<file path="src/rtl/fsa_header_tracker.sv">
// Fiber-header detector: captures per-frame reference thickness, then finds the first
// in-tolerance run left of lft_edge and right of rt_edge on one scan row per frame.
module fsa_header_tracker #(
  parameter int C_IMG_HW  = 12,
  parameter int C_IMG_WW  = 12,
  parameter int C_WIN_MAX = 15,
  parameter int C_HOLD    = 1
) (
  input  logic                             clk,
  input  logic                             resetn,
  input  logic                             frame_start,
  input  logic [C_IMG_HW-1:0]              tol,
  input  logic [$clog2(C_WIN_MAX+1)-1:0]   win_len,
  input  logic                             col_en,
  input  logic                             ref_row,
  input  logic                             scan_row,
  input  logic                             col_first,
  input  logic                             col_last,
  input  logic [C_IMG_WW-1:0]              col_x,
  input  logic [C_IMG_HW-1:0]              col_top,
  input  logic [C_IMG_HW-1:0]              col_bot,
  input  logic [C_IMG_WW-1:0]              lft_edge,
  input  logic [C_IMG_WW-1:0]              rt_edge,
  output logic                             lft_valid,
  output logic [C_IMG_WW-1:0]              lft_x,
  output logic                             lft_stale,
  output logic                             rt_valid,
  output logic [C_IMG_WW-1:0]              rt_x,
  output logic                             rt_stale,
  output logic                             scan_done
);

  localparam int WLW = $clog2(C_WIN_MAX + 1);
  localparam logic [WLW-1:0] WMAX = WLW'(C_WIN_MAX);

  logic                s0_v, s0_inv, s0_ref, s0_scan, s0_first, s0_last;
  logic [C_IMG_HW-1:0] s0_h;
  logic [C_IMG_WW-1:0] s0_x;

  logic [C_IMG_HW-1:0] lref, rref;
  logic                lref_ok, rref_ok;
  logic [WLW-1:0]      lrun, rrun;
  logic                lft_found, rt_found;
  logic [C_IMG_WW-1:0] lft_wx, rt_wx;
  logic                scan_seen, scan_act, pub_pend;

  logic [WLW-1:0]      wl, l_sat, r_sat;
  logic [WLW:0]        l_inc, r_inc;
  logic                l_tol, r_tol, proc, l_act, r_act;
  logic [C_IMG_WW-1:0] wx;

  function automatic logic in_tol_f(input logic [C_IMG_HW-1:0] rv,
                                    input logic [C_IMG_HW-1:0] h,
                                    input logic [C_IMG_HW-1:0] t,
                                    input logic ok, input logic inv);
    logic [C_IMG_HW:0]   up;
    logic [C_IMG_HW-1:0] lo, hi;
    lo = (rv > t) ? rv - t : '0;
    up = {1'b0, rv} + {1'b0, t};
    hi = up[C_IMG_HW] ? '1 : up[C_IMG_HW-1:0];
    return ok & ~inv & (h >= lo) & (h <= hi);
  endfunction

  always_comb begin
    wl = win_len;
    if (win_len == '0)
      wl = WLW'(1);
    else if (win_len > WMAX)
      wl = WMAX;
    l_inc = {1'b0, lrun} + (WLW+1)'(1);
    r_inc = {1'b0, rrun} + (WLW+1)'(1);
    l_sat = (l_inc > {1'b0, WMAX}) ? WMAX : l_inc[WLW-1:0];
    r_sat = (r_inc > {1'b0, WMAX}) ? WMAX : r_inc[WLW-1:0];
    l_tol = in_tol_f(lref, s0_h, tol, lref_ok, s0_inv);
    r_tol = in_tol_f(rref, s0_h, tol, rref_ok, s0_inv);
    wx    = s0_x - C_IMG_WW'(wl) + C_IMG_WW'(1);
    // A scan row counts only if its first column arrived in this frame and no
    // scan row has completed yet; this also drops rows cut by frame_start/reset.
    proc  = s0_v & s0_scan & ~scan_seen & (scan_act | s0_first);
    l_act = proc & ~lft_found & (s0_x <= lft_edge);
    r_act = proc & ~rt_found & (s0_x >= rt_edge);
  end

  always_ff @(posedge clk) begin
    if (!resetn) begin
      s0_v <= 1'b0; s0_inv <= 1'b0; s0_ref <= 1'b0; s0_scan <= 1'b0;
      s0_first <= 1'b0; s0_last <= 1'b0; s0_h <= '0; s0_x <= '0;
      lref <= '0; rref <= '0; lref_ok <= 1'b0; rref_ok <= 1'b0;
      lrun <= '0; rrun <= '0; lft_found <= 1'b0; rt_found <= 1'b0;
      lft_wx <= '0; rt_wx <= '0;
      scan_seen <= 1'b0; scan_act <= 1'b0; pub_pend <= 1'b0;
      lft_valid <= 1'b0; lft_x <= '0; lft_stale <= 1'b0;
      rt_valid <= 1'b0; rt_x <= '0; rt_stale <= 1'b0;
      scan_done <= 1'b0;
    end else begin
      scan_done <= 1'b0;
      if (frame_start) begin
        s0_v <= 1'b0; s0_inv <= 1'b0; s0_ref <= 1'b0; s0_scan <= 1'b0;
        s0_first <= 1'b0; s0_last <= 1'b0; s0_h <= '0; s0_x <= '0;
        lref_ok <= 1'b0; rref_ok <= 1'b0;
        lrun <= '0; rrun <= '0; lft_found <= 1'b0; rt_found <= 1'b0;
        scan_seen <= 1'b0; scan_act <= 1'b0; pub_pend <= 1'b0;
      end else begin
        s0_v <= col_en;
        if (col_en) begin
          s0_h     <= col_bot - col_top;
          s0_inv   <= (col_bot < col_top);
          s0_x     <= col_x;
          s0_ref   <= ref_row;
          s0_scan  <= scan_row;
          s0_first <= col_first;
          s0_last  <= col_last;
        end

        if (s0_v && s0_ref && s0_first && !s0_inv) begin
          lref <= s0_h; lref_ok <= 1'b1;
        end
        if (s0_v && s0_ref && s0_last && !s0_inv) begin
          rref <= s0_h; rref_ok <= 1'b1;
        end

        if (l_act) begin
          lrun <= l_tol ? l_sat : '0;
          if (l_tol && (l_inc == {1'b0, wl})) begin
            lft_found <= 1'b1; lft_wx <= wx;
          end
        end
        if (r_act) begin
          rrun <= r_tol ? r_sat : '0;
          if (r_tol && (r_inc == {1'b0, wl})) begin
            rt_found <= 1'b1; rt_wx <= wx;
          end
        end else if (proc && (s0_x < rt_edge)) begin
          rrun <= '0;
        end

        if (pub_pend) begin
          pub_pend  <= 1'b0;
          scan_done <= 1'b1;
          if (lft_found) begin
            lft_valid <= 1'b1; lft_x <= lft_wx; lft_stale <= 1'b0;
          end else if (C_HOLD != 0) begin
            lft_stale <= lft_valid;
          end else begin
            lft_valid <= 1'b0; lft_x <= '0; lft_stale <= 1'b0;
          end
          if (rt_found) begin
            rt_valid <= 1'b1; rt_x <= rt_wx; rt_stale <= 1'b0;
          end else if (C_HOLD != 0) begin
            rt_stale <= rt_valid;
          end else begin
            rt_valid <= 1'b0; rt_x <= '0; rt_stale <= 1'b0;
          end
        end

        if (proc) begin
          scan_act <= ~s0_last;
          if (s0_last) begin
            scan_seen <= 1'b1;
            pub_pend  <= 1'b1;
          end
        end
      end
    end
  end

endmodule
</file>
<file path="config.mk">
export PLATFORM = sky130hd
export DESIGN_NAME = fsa_header_tracker
export DESIGN_NICKNAME = d
export VERILOG_FILES = /design/src/rtl/fsa_header_tracker.sv
export SDC_FILE = /design/constraint.sdc
export NUM_CORES = 1
export LEC_CHECK = 0
export ABC_AREA = 1
export CAP_MARGIN = 20
export CELL_PAD_IN_SITES_DETAIL_PLACEMENT = 1
export CELL_PAD_IN_SITES_GLOBAL_PLACEMENT = 2
export CORE_MARGIN = 3
export CORE_UTILIZATION = 32
export DETAILED_ROUTE_END_ITERATION = 8
export GPL_ROUTABILITY_DRIVEN = 0
export HOLD_SLACK_MARGIN = 0.02
export PLACE_DENSITY_LB_ADDON = 0.15
export SLEW_MARGIN = 10
export SYNTH_ARGS = -nofsm -noshare
export SYNTH_HDL_FRONTEND = slang
export SYNTH_SLANG_ARGS = --single-unit
</file>
<file path="constraint.sdc">
create_clock -name clk -period 4.66 [get_ports clk]
set_clock_uncertainty 0.1 [all_clocks]
set_input_delay 0.932 -clock clk [delete_from_list [all_inputs] [get_ports clk]]
set_output_delay 0.932 -clock clk [all_outputs]
set_load 0.02 [all_outputs]
</file>
==> results of run 1 <==
-- worst max-delay path: cells and delay by family --
family                     cells  cell delay, ns
buffers and inverters          7            1.15
and+or+nand+nor               18            1.62
AOI/OAI and AO/OA              2            0.26
adders and majority gates      2            0.62
-- Yosys cell counts, drive strengths merged --
library cell	count	share of area [%]
a221oi	2	0.17
buf	20	1.1
nor4	3	0.18
dfxtp	122	23
clkbuf	39	1.4
xor2	35	2.9
a31oi	2	0.12
ha	150	18
nor3	8	0.38
and2	1	0.060
a21boi	6	0.43
nand3b	3	0.22
nor2	140	5.4
clkinv	1	0.036
a21oi	164	7.9
xnor2	6	0.50
fa	6	1.2
a31o	1	0.084
a211oi	1	0.072
o211a	1	0.096
o21bai	11	0.79
nand4	41	2.5
nand2	374	14
o2111ai	1	0.084
inv	275	9.9
nand3	111	5.5
or2	9	0.54
a21o	5	0.36
o21a	2	0.14
o211ai	4	0.29
o21ai	51	2.5
-- what timing repair did --
action,CTS,global route
setup buffers,0,2
gates resized for setup,1,35
cloned,0,2
endpoints found under the setup margin,1,34
pin swaps,1,8
-- layer usage --
| metal | up-vias | GRT usage [%] | part of all wire, % |
|---|---|---|---|
| met5 | - | 0 | 0 |
| met4 | 0 | 3.489 | 0.98 |
| met3 | 21 | 2.198 | 3.2 |
| met2 | 140 | 33.60 | 45 |
| met1 | 4928 | 28.81 | 51 |
| li1 | 5499 | - | - |
-- final timing paths --
kind / to / slack, ns / cells past startpoint
max: lft_wx[0] / 0.30 / 29
min: scan_seen / 0.36 / 2
max reg2reg: lft_wx[0] / 0.85 / 29
min reg2reg: scan_seen / 0.36 / 2
-- layout by cell type (no fill, tap or decap), drive strengths merged, types with 3 or more instances in the layout --
cell	synthesis	layout
a21boi	6	6
a21o	5	5
a21oi	164	164
buf	20	124
clkbuf	39	19
clkdlybuf4s50	0	110
clkinv	1	5
clkinvlp	0	3
dfxtp	122	122
fa	6	6
ha	150	150
inv	275	280
nand2	374	374
nand3	111	112
nand3b	3	3
nand4	41	41
nor2	140	140
nor3	8	8
nor4	3	3
o211ai	4	4
o21ai	51	51
o21bai	11	11
or2	9	9
xnor2	6	6
xor2	35	35
-- state kept, by name, summed over array words and instances (netlist names), 12 cells and up --
| signal | cells |
|---|---|
| lft_wx | 12 |
| lft_x | 12 |
| lref | 12 |
| rref | 12 |
| rt_wx | 12 |
| rt_x | 12 |
| s0_h | 12 |
| s0_x | 12 |
-- final cells by class --
cell class                      count  area, um^2
Sequential cell                   122        2442
Tap cell                          435       544.3
Timing Repair Buffer              237        2151
Clock inverter                     14       162.7
Multi-Input combinational cell   1139        6804
Inverter                          276        1041
Clock buffer                       18       439.2
Fill cell                        4112       18220
-- per-stage QoR --
stage | power, W | setup WS [ns] | cell area (um^2) | setup TNS (ns)
floorplan | 0.001423 | 0.6674 | 10420 | 0
CTS | 0.003086 | 0.01546 | 13370 | 0
global route | 0.003219 | -0.01745 | 13580 | -0.04724
finish | 0.003051 | 0.2994 | 13580 | 0
detailed placement | 0.001688 | -0.4467 | 12760 | -11.91
global placement | 0.001677 | -0.2902 | 12760 | -8.007
-- power groups by stage --
stage | logic, W | registers, W | clock network [W]
after floorplan | 0.000332 | 0.00109 | 0
after global placement | 0.000570 | 0.00111 | 0
after detailed placement | 0.000580 | 0.00111 | 0
after CTS | 0.000584 | 0.00108 | 0.00142
after global routing | 0.000665 | 0.00109 | 0.00147
final | 0.000582 | 0.00108 | 0.00139
-- kinds of logic (layout without fill, tap and decap cells) --
family,Yosys count,count (layout)
simple gates,690,691
buf+inv,335,545
compound gates,251,251
fa+ha+maj,156,156
flops,122,122
xor+xnor,41,41
==> flow_summary.json, run 1 <==
{
  "fin_crit_ns": 4.361,
  "synth_compound_area_share_pct": 13.01,
  "drtAntennaViolNets": 0,
  "irDropWorstVdd_v": 0.0002271,
  "synth_top_family_by_area": "simple AND/OR/NAND/NOR gates",
  "slew_viol_final": 0,
  "syn_area_um2": 10420,
  "synthMuxAreaShare_pct": 0,
  "avgSynthCellArea_um2": 6.532,
  "avgRoutedWirePerCell_um": 15.63,
  "whs_ns": 0.3610,
  "core_um2": 31800,
  "fin_nets": 2033,
  "worst-path-max-fanout": 6,
  "pwr-share-clk_pct": 45.4,
  "relSlewSlack_pct": 49.01,
  "area_growth_pct": 30.38,
  "grt_overflow_total": 0,
  "htreeDepth": 4,
  "syn_nets": 1835,
  "die_h_um": 186.4,
  "worstSetupStartpointType": "input pin",
  "p_int_w": 0.002122,
  "io_buffers": 112,
  "min_period_over_period_pct": 93.58,
  "cts.hold.buffers_added": 0,
  "grt_max_degree": 49,
  "antenna_found_initial": 0,
  "start_util_pct": 32.76,
  "sw_frac_of_total_pct": 30.44,
  "placedCellCount": 2204,
  "grt.total_usage_pct": 20.24,
  "dieWidth_um": 186.4,
  "final_cells": 2241,
  "fp-row-count": 65,
  "cts_tree": "yes",
  "cp_data_required_time_ns": 4.92,
  "synthAdderAreaFrac_pct": 19.17,
  "setup_viol": 0,
  "rsz0062_at_grt": "yes",
  "crit_path_end_kind": "register",
  "cap_violations": 0,
  "synth_warnings": 0,
  "powerDensity_nw_per_um2": 224.6,
  "finalHoldViolations": 0,
  "path_clk_slew_ns": 0.07,
  "synth-simple-area-share_pct": 28.51,
  "cts_sinks": 122,
  "combPwrFrac_pct": 19.1,
  "vias": 10588,
  "slowest_stage": "clkdlybuf4s50_1",
  "die_area_um2": 34760,
  "n_antenna_cell": 0,
  "hold_path_class": "reg -> reg",
  "drt_pass1_iterations": 4,
  "max_freq_mhz": 229.3,
  "clkLatencyLatePin_ns": 0.42,
  "drt-total-wl_mm": 35.04,
  "clockRootBuffer": "clkbuf_16",
  "drcViolationCount": 0,
  "drive_gt1_share_pct": 12.24,
  "r2r_start": "lref[0]",
  "pwr-share-seq_pct": 35.5,
  "leakage_nw": 6.659,
  "vias_per_cell": 4.725,
  "cp.arrival_ns": 4.62,
  "cts_buffer_depth": 2,
  "detailed_place_hpwl_mm": 28.52,
  "synth_cell_type_count": 43,
  "grt_pass1_wl_mm": 57.60,
  "worst_slew_pin_slew_ns": 0.7625,
  "final_core_util_pct": 42.72,
  "synth-seq-cells": 122,
  "cts_buffers": 17,
  "crit_path_start": "tol[2]",
  "status": "complete, no violations",
  "grt_pass1_vias": 11049,
  "min-delay-start": "scan_seen",
  "synth_seq_area_share_pct": 23.44,
  "detail_route.iter0.violations": 365,
  "io_pins": 113,
  "cp_common_cell": "nand2_1",
  "synthCells": 1595,
  "synthXorXnorAreaFrac_pct": 3.447,
  "crit_type": "in -> reg",
  "switchingPower_w": 0.0009287,
  "max_stage_delay_ns": 0.50
}
Note: power is estimated with default switching activity, not from simulation.
==> run 2: changes to the inputs <==
--- a/config.mk
+++ b/config.mk
@@ -9,7 +9,7 @@
 export CAP_MARGIN = 20
 export CELL_PAD_IN_SITES_DETAIL_PLACEMENT = 1
 export CELL_PAD_IN_SITES_GLOBAL_PLACEMENT = 2
-export CORE_MARGIN = 3
+export CORE_MARGIN = 2
 export CORE_UTILIZATION = 32
 export DETAILED_ROUTE_END_ITERATION = 8
 export GPL_ROUTABILITY_DRIVEN = 0
==> run 2 against run 1 <==
  * Design area decreased by 1.3%
  * Setup slack got worse by 0.032 ns
  * Total power decreased by 1.8%
  * Final cell count fell by 0.36%
  * Routed wire length down 2.0%
  * Register-to-register slack about the same
  * Highest routed layer unchanged
==> flow_summary.json, run 2 (synthesis results as in run 1) <==
{
  "status": "complete, no violations",
  "cts_buffer_depth": 2,
  "drt_pass1_iterations": 5,
  "fin_crit_ns": 4.392,
  "core_um2": 32290,
  "antenna_found_initial": 0,
  "avgRoutedWirePerCell_um": 15.37,
  "io_buffers": 112,
  "die_h_um": 184.4,
  "r2r_start": "rref[0]",
  "relSlewSlack_pct": 46.84,
  "total_power_w": 0.002996,
  "die_area_um2": 34020,
  "drcViolationCount": 0,
  "grt_pass1_wl_mm": 56.60,
  "vias": 10481,
  "min-delay-start": "rt_x[5]",
  "final_common_cell": "nand2_1",
  "fin_nets": 2018,
  "drt-total-wl_mm": 34.32,
  "grt_max_degree": 49,
  "powerDensity_nw_per_um2": 223.4,
  "worst_slew_pin_slew_ns": 0.7949,
  "io_pins": 113,
  "drive_gt1_share_pct": 11.50,
  "grt.total_usage_pct": 21.08,
  "cp.arrival_ns": 4.61,
  "max_freq_mhz": 227.7,
  "drtAntennaViolNets": 0,
  "final_cell_mix": "355 x nand2_1, 266 x inv_1, 162 x a21oi_1, 148 x ha_1, 131 x nor2_1",
  "hold_end": "rt_x[5]",
  "fillers": 4185,
  "crit_path_end_kind": "register",
  "cts_sinks": 122,
  "slowest_stage": "clkdlybuf4s50_1",
  "worstSetupStartpointType": "input pin",
  "worst-path-max-fanout": 8,
  "cts_buffers": 17,
  "min_period_over_period_pct": 94.26,
  "cp_data_required_time_ns": 4.88,
  "setup_viol": 0,
  "clkLatencyLatePin_ns": 0.43,
  "cts.hold.buffers_added": 0,
  "htreeDepth": 4,
  "final_core_util_pct": 41.53,
  "slew_viol_final": 0,
  "detail_route.iter0.violations": 395,
  "path_buf_inv": 8,
  "cp_common_cell": "nand2_1",
  "area_growth_pct": 28.70,
  "r2r_slack_ns": 0.85,
  "vias_per_cell": 4.694,
  "max_stage_delay_ns": 0.44,
  "seqCellArea_um2": 2442,
  "fin_ws_ns": 0.2675,
  "clockRootBuffer": "clkbuf_16",
  "dieWidth_um": 184.4,
  "finalHoldViolations": 0,
  "multi_input_comb_area_um2": 6793,
  "hold_path_class": "reg -> reg",
  "leakage_nw": 6.546,
  "n_antenna_cell": 0,
  "cap_violations": 0,
  "path_clk_slew_ns": 0.06,
  "hold_path_depth": 2,
  "rr_endpoint": "rt_wx[10]",
  "preCtsSetupSlack_ns": -0.5087,
  "crit_type": "in -> reg",
  "irDropWorstVdd_v": 0.0002422,
  "fp-row-count": 66,
  "cts_tree": "yes",
  "rr_worst_depth": 28,
  "grt_overflow_total": 0,
  "detailed_place_hpwl_mm": 27.92,
  "crit_family": "simple AND/OR/NAND/NOR gates",
  "start_util_pct": 32.27,
  "grt_pass1_vias": 11091
}
-- run 2: changes by cell type in the layout (fill, tap and decap cells not counted), moves of 3 or more --
cell / before / now
buf_12: 4 / 1
buf_4: 116 / 106
inv_6: 3 / 7
nand2_2: 20 / 17
nor2_1: 128 / 131
nor2_2: 8 / 4
-- run 2: power breakdown --
group	internal, W	total, W	switching, W
clock network	0.000754	0.00133	0.000580
registers	0.00105	0.00108	0.0000283
logic	0.000250	0.000579	0.000329
-- run 2: metrics by stage --
stage | instance area (um^2) | setup TNS, ns | cells | hold WS [ns]
after CTS | 13240 | 0 | 2229 | 0.3627
after detailed placement | 12650 | -15.73 | 2197 | 0.3540
after global placement | 12650 | -13.82 | 2197 | 0.3491
final | 13410 | 0 | 2233 | 0.3593
after floorplan | 10420 | 0 | 1595 | 0.3167
after global routing | 13410 | -0.01248 | 2233 | 0.3746
-- run 2: what timing repair did --
action	4_1_cts	5_1_grt
cloned	0	1
pin swaps	0	7
setup endpoints to repair	28	34
setup buffers	0	2
gates resized for setup	2	33
-- run 2: cell type report --
class	count	share of cell area [%]
flip-flops and latches	122	18.21
clock inverters	15	1.166
repair buffers	223	14.90
inverters	276	7.763
well taps	442	4.124
clock buffers	17	3.173
multi-input cells	1138	50.66
-- run 2: layer usage --
layer | wire [um] | vias to the layer above | track usage (%)
met5 | 0 | - | 0
met4 | 281 | 0 | 3.584
met3 | 702 | 19 | 2.707
met2 | 16010 | 109 | 36.45
met1 | 17330 | 4882 | 28.30
li1 | - | 5471 | -
-- run 2: how the worst max path moves through the flow --
| stage | from | end | slack, ns | depth (start not counted) |
|---|---|---|---|---|
| finish | tol[1] | rt_wx[10] | 0.27 | 28 |
| global route | tol[1] | rt_wx[5] | -0.01 | 29 |
| CTS | tol[1] | rt_wx[10] | 0.07 | 27 |
| detailed placement | tol[0] | lft_wx[2] | -0.51 | 28 |
| global placement | tol[0] | lft_wx[5] | -0.46 | 28 |
| floorplan | tol[0] | rt_wx[1] | 0.67 | 27 |
-- run 2: tightest hold or removal path, delay by kind of cell, from the launching register on --
family,cells,cell delay [ns]
AOI/OAI and AO/OA,1,0.05
DFF,1,0.31
and+or+nand+nor,1,0.06
==> run 3: changes to the inputs <==
--- a/config.mk
+++ b/config.mk
@@ -5,17 +5,16 @@
 export SDC_FILE = /design/constraint.sdc
 export NUM_CORES = 1
 export LEC_CHECK = 0
-export ABC_AREA = 1
 export CAP_MARGIN = 20
 export CELL_PAD_IN_SITES_DETAIL_PLACEMENT = 1
 export CELL_PAD_IN_SITES_GLOBAL_PLACEMENT = 2
 export CORE_MARGIN = 2
-export CORE_UTILIZATION = 32
+export CORE_UTILIZATION = 34
+export CTS_CLUSTER_SIZE = 25
 export DETAILED_ROUTE_END_ITERATION = 8
 export GPL_ROUTABILITY_DRIVEN = 0
 export HOLD_SLACK_MARGIN = 0.02
 export PLACE_DENSITY_LB_ADDON = 0.15
-export SLEW_MARGIN = 10
 export SYNTH_ARGS = -nofsm -noshare
 export SYNTH_HDL_FRONTEND = slang
 export SYNTH_SLANG_ARGS = --single-unit
==> run 3 against run 2 <==
  * The flow now finishes with violations (negative setup slack)
  * Routed wire length is 3.3% lower
  * Total power is 5.4% higher
  * Synthesized area is 6.6% lower
  * Sequential share of layout area is 0.36 points lower
  * Non-clock buffer count is 66 higher
  * Largest cell class unchanged
  * Highest routed layer unchanged
==> flow_summary.json, run 3 <==
{
  "fin_crit_ns": 4.686,
  "worst-path-max-fanout": 6,
  "synth_warnings": 0,
  "crit_type": "in -> reg",
  "synth_seq_area_share_pct": 25.09,
  "synth_top_cell_area_share_pct": 25.09,
  "irDropWorstVdd_v": 0.0002390,
  "clkLatencyLatePin_ns": 0.43,
  "final_common_cell": "buf_4",
  "area_growth_pct": 40.51,
  "start_util_pct": 34.75,
  "grt_pass1_vias": 10067,
  "leakage_nw": 5.878,
  "synthCells": 1195,
  "avgRoutedWirePerCell_um": 17.95,
  "antenna_found_initial": 1,
  "crit_path_end_kind": "register",
  "detail_route.iter0.violations": 403,
  "total_power_w": 0.003157,
  "powerDensity_nw_per_um2": 230.8,
  "violations": "negative setup slack",
  "clockRootBuffer": "clkbuf_16",
  "yosysTopAreaCell": "dfxtp_1",
  "whs_ns": 0.3621,
  "die_h_um": 173.2,
  "synthTopCellsByArea": "dfxtp_1 25%, ha_1 19%, mux2i_1 7.1%",
  "cts_tree": "yes",
  "pwr-share-clk_pct": 47.3,
  "drcViolationCount": 0,
  "slew_viol_final": 0,
  "setup_viol": 9,
  "worstSetupStartpointType": "input pin",
  "drt-total-wl_mm": 33.19,
  "finalHoldViolations": 0,
  "syn_nets": 1435,
  "combPwrFrac_pct": 18.3,
  "cts_buffer_depth": 2,
  "final_core_util_pct": 48.83,
  "drt_pass1_iterations": 4,
  "grt_max_degree": 91,
  "async_flop_share_pct": 0,
  "syn_area_um2": 9734,
  "die_area_um2": 30000,
  "htreeDepth": 4,
  "path_clk_slew_ns": 0.06,
  "cap_violations": 0,
  "avgSynthCellArea_um2": 8.146,
  "grt_pass1_wl_mm": 53.37,
  "relSlewSlack_pct": 36.34,
  "dpl_cell_area_um2": 12400,
  "fp-row-count": 61,
  "met2_usage_pct": 40.28,
  "synth_cell_type_count": 75,
  "io_pins": 113,
  "vias": 9349,
  "worst_slew_pin_slew_ns": 0.9513,
  "status": "finished with violations",
  "busiest_layer": "met2",
  "core_um2": 28010,
  "min_period_over_period_pct": 100.6,
  "drive_gt1_share_pct": 20.94,
  "drtAntennaViolNets": 0,
  "fin_ws_ns": -0.02633,
  "final_cell_mix": "161 x buf_4, 132 x nand2_1, 132 x ha_1, 122 x dfxtp_1, 99 x clkdlybuf4s50_1",
  "p_int_w": 0.002260,
  "gr-usage-met1_pct": 27.13,
  "vias_per_cell": 5.056,
  "yosysMostFrequentCell": "ha_1",
  "fin_nets": 1698,
  "dieWidth_um": 173.2,
  "switchingPower_w": 0.0008971,
  "io_buffers": 112,
  "fillers": 3338,
  "pwr-share-seq_pct": 34.3,
  "grt_overflow_total": 0,
  "cts_sinks": 122,
  "synth-edff-count": 0,
  "max_freq_mhz": 213.4,
  "synth-main-ff-cell": "dfxtp_1",
  "sw_frac_of_total_pct": 28.41,
  "n_antenna_cell": 0,
  "cts_buffers": 17,
  "met3_usage_pct": 3.342,
  "synth-seq-cells": 122,
  "grt.total_usage_pct": 22.41,
  "cp_data_required_time_ns": 4.85,
  "detailed_place_hpwl_mm": 25.67,
  "synth_commonest_cells": "150 x ha_1, 132 x nand2_1, 122 x dfxtp_1",
  "hold_path_class": "reg -> reg",
  "stdcell_area_um2": 13680,
  "rsz0062_at_grt": "yes",
  "cp.arrival_ns": 4.88
}
run 3: cell types whose count changed after synthesis, sizes merged, moves of 20 or more:
cell / delta
nor2: -48
nand2: -242
a21oi: -87
inv: -176
xnor2: +22
a21boi: +20
nand4: -24
mux2i: +69
nand3: -85
nor2b: +44
nand2b: +22
run 3: through the flow:
step	setup WS [ns]	std cells	TNS (ns)
final	-0.02633	1849	-0.1420
after global routing	-0.1980	1849	-4.059
after CTS	-0.07336	1842	-0.6625
after detailed placement	-1.110	1799	-33.96
after global placement	-1.008	1799	-30.36
after floorplan	-0.1154	1195	-1.154
run 3: worst paths after layout:
check	start	endpoint	slack [ns]	cells past startpoint
max	tol[2]	rt_wx[11]	-0.03	23
min	rref_ok	rref_ok	0.36	2
max reg2reg	rref[0]	rt_wx[11]	0.21	23
min reg2reg	rref_ok	rref_ok	0.36	2
run 3: cell families (layout without fill, tap and decap cells):
| group | count (synthesis) | count (layout) | share of synthesized area [%] |
|---|---|---|---|
| fa+ha+maj | 156 | 156 | 20.51 |
| flops | 122 | 122 | 25.09 |
| buf+inv | 145 | 421 | 5.733 |
| mux | 71 | 71 | 7.326 |
| compound gates | 251 | 251 | 16.98 |
| simple gates | 401 | 401 | 19.95 |
| xor+xnor | 49 | 49 | 4.409 |
run 3: critical path: stages:
cell	delay [ns]
clkdlybuf4s15_2	0.19
inv_2	0.08
ha_4	0.20
nor2b_2	0.15
o21ai_2	0.19
a21oi_4	0.10
o41ai_4	0.28
nor2_1	0.10
o41a_1	0.40
buf_4	0.18
buf_4	0.14
nor2b_1	0.13
ha_1	0.26
nand2b_1	0.14
a31oi_1	0.18
o21ai_1	0.11
buf_4	0.16
o211a_1	0.24
o221a_4	0.14
nor3b_4	0.16
buf_12	0.15
buf_12	0.13
mux2i_1	0.11
run 3: power groups by stage:
stage                     clock network (W)  registers, W  logic [W]
after floorplan                           0       0.00109   0.000305
after global placement                    0       0.00111   0.000532
after detailed placement                  0       0.00111   0.000544
after CTS                           0.00153       0.00108   0.000569
after global routing                0.00157       0.00108   0.000646
final                               0.00149       0.00108   0.000579
run 3: area by class of cell:
type / count / area (um^2) / share of cell area, %
clock buffers: 18 / 429.2 / 3.138
clock inverters: 14 / 207.7 / 1.518
inverters: 100 / 377.9 / 2.763
multi-input cells: 928 / 7209 / 52.71
flip-flops and latches: 122 / 2442 / 17.86
well taps: 378 / 473.0 / 3.458
repair buffers: 289 / 2539 / 18.56
run 3: routing by layer:
metal	up-vias	share of wire, %	wire (um)
met5	-	0	0
met4	0	2.6	872
met3	42	2.9	969
met2	134	50	16650
met1	4482	44	14700
li1	4691	-	-
run 3: repair_timing:
| item | 4_1_cts | 5_1_grt |
|---|---|---|
| endpoints found under the hold margin | 0 | 0 |
| setup endpoints to repair | 34 | 34 |
| pin swaps | 42 | 33 |
| setup buffers | 10 | 7 |
| resized for setup | 70 | 52 |
| cloned | 1 | 0 |
| hold buffers | 0 | 0 |
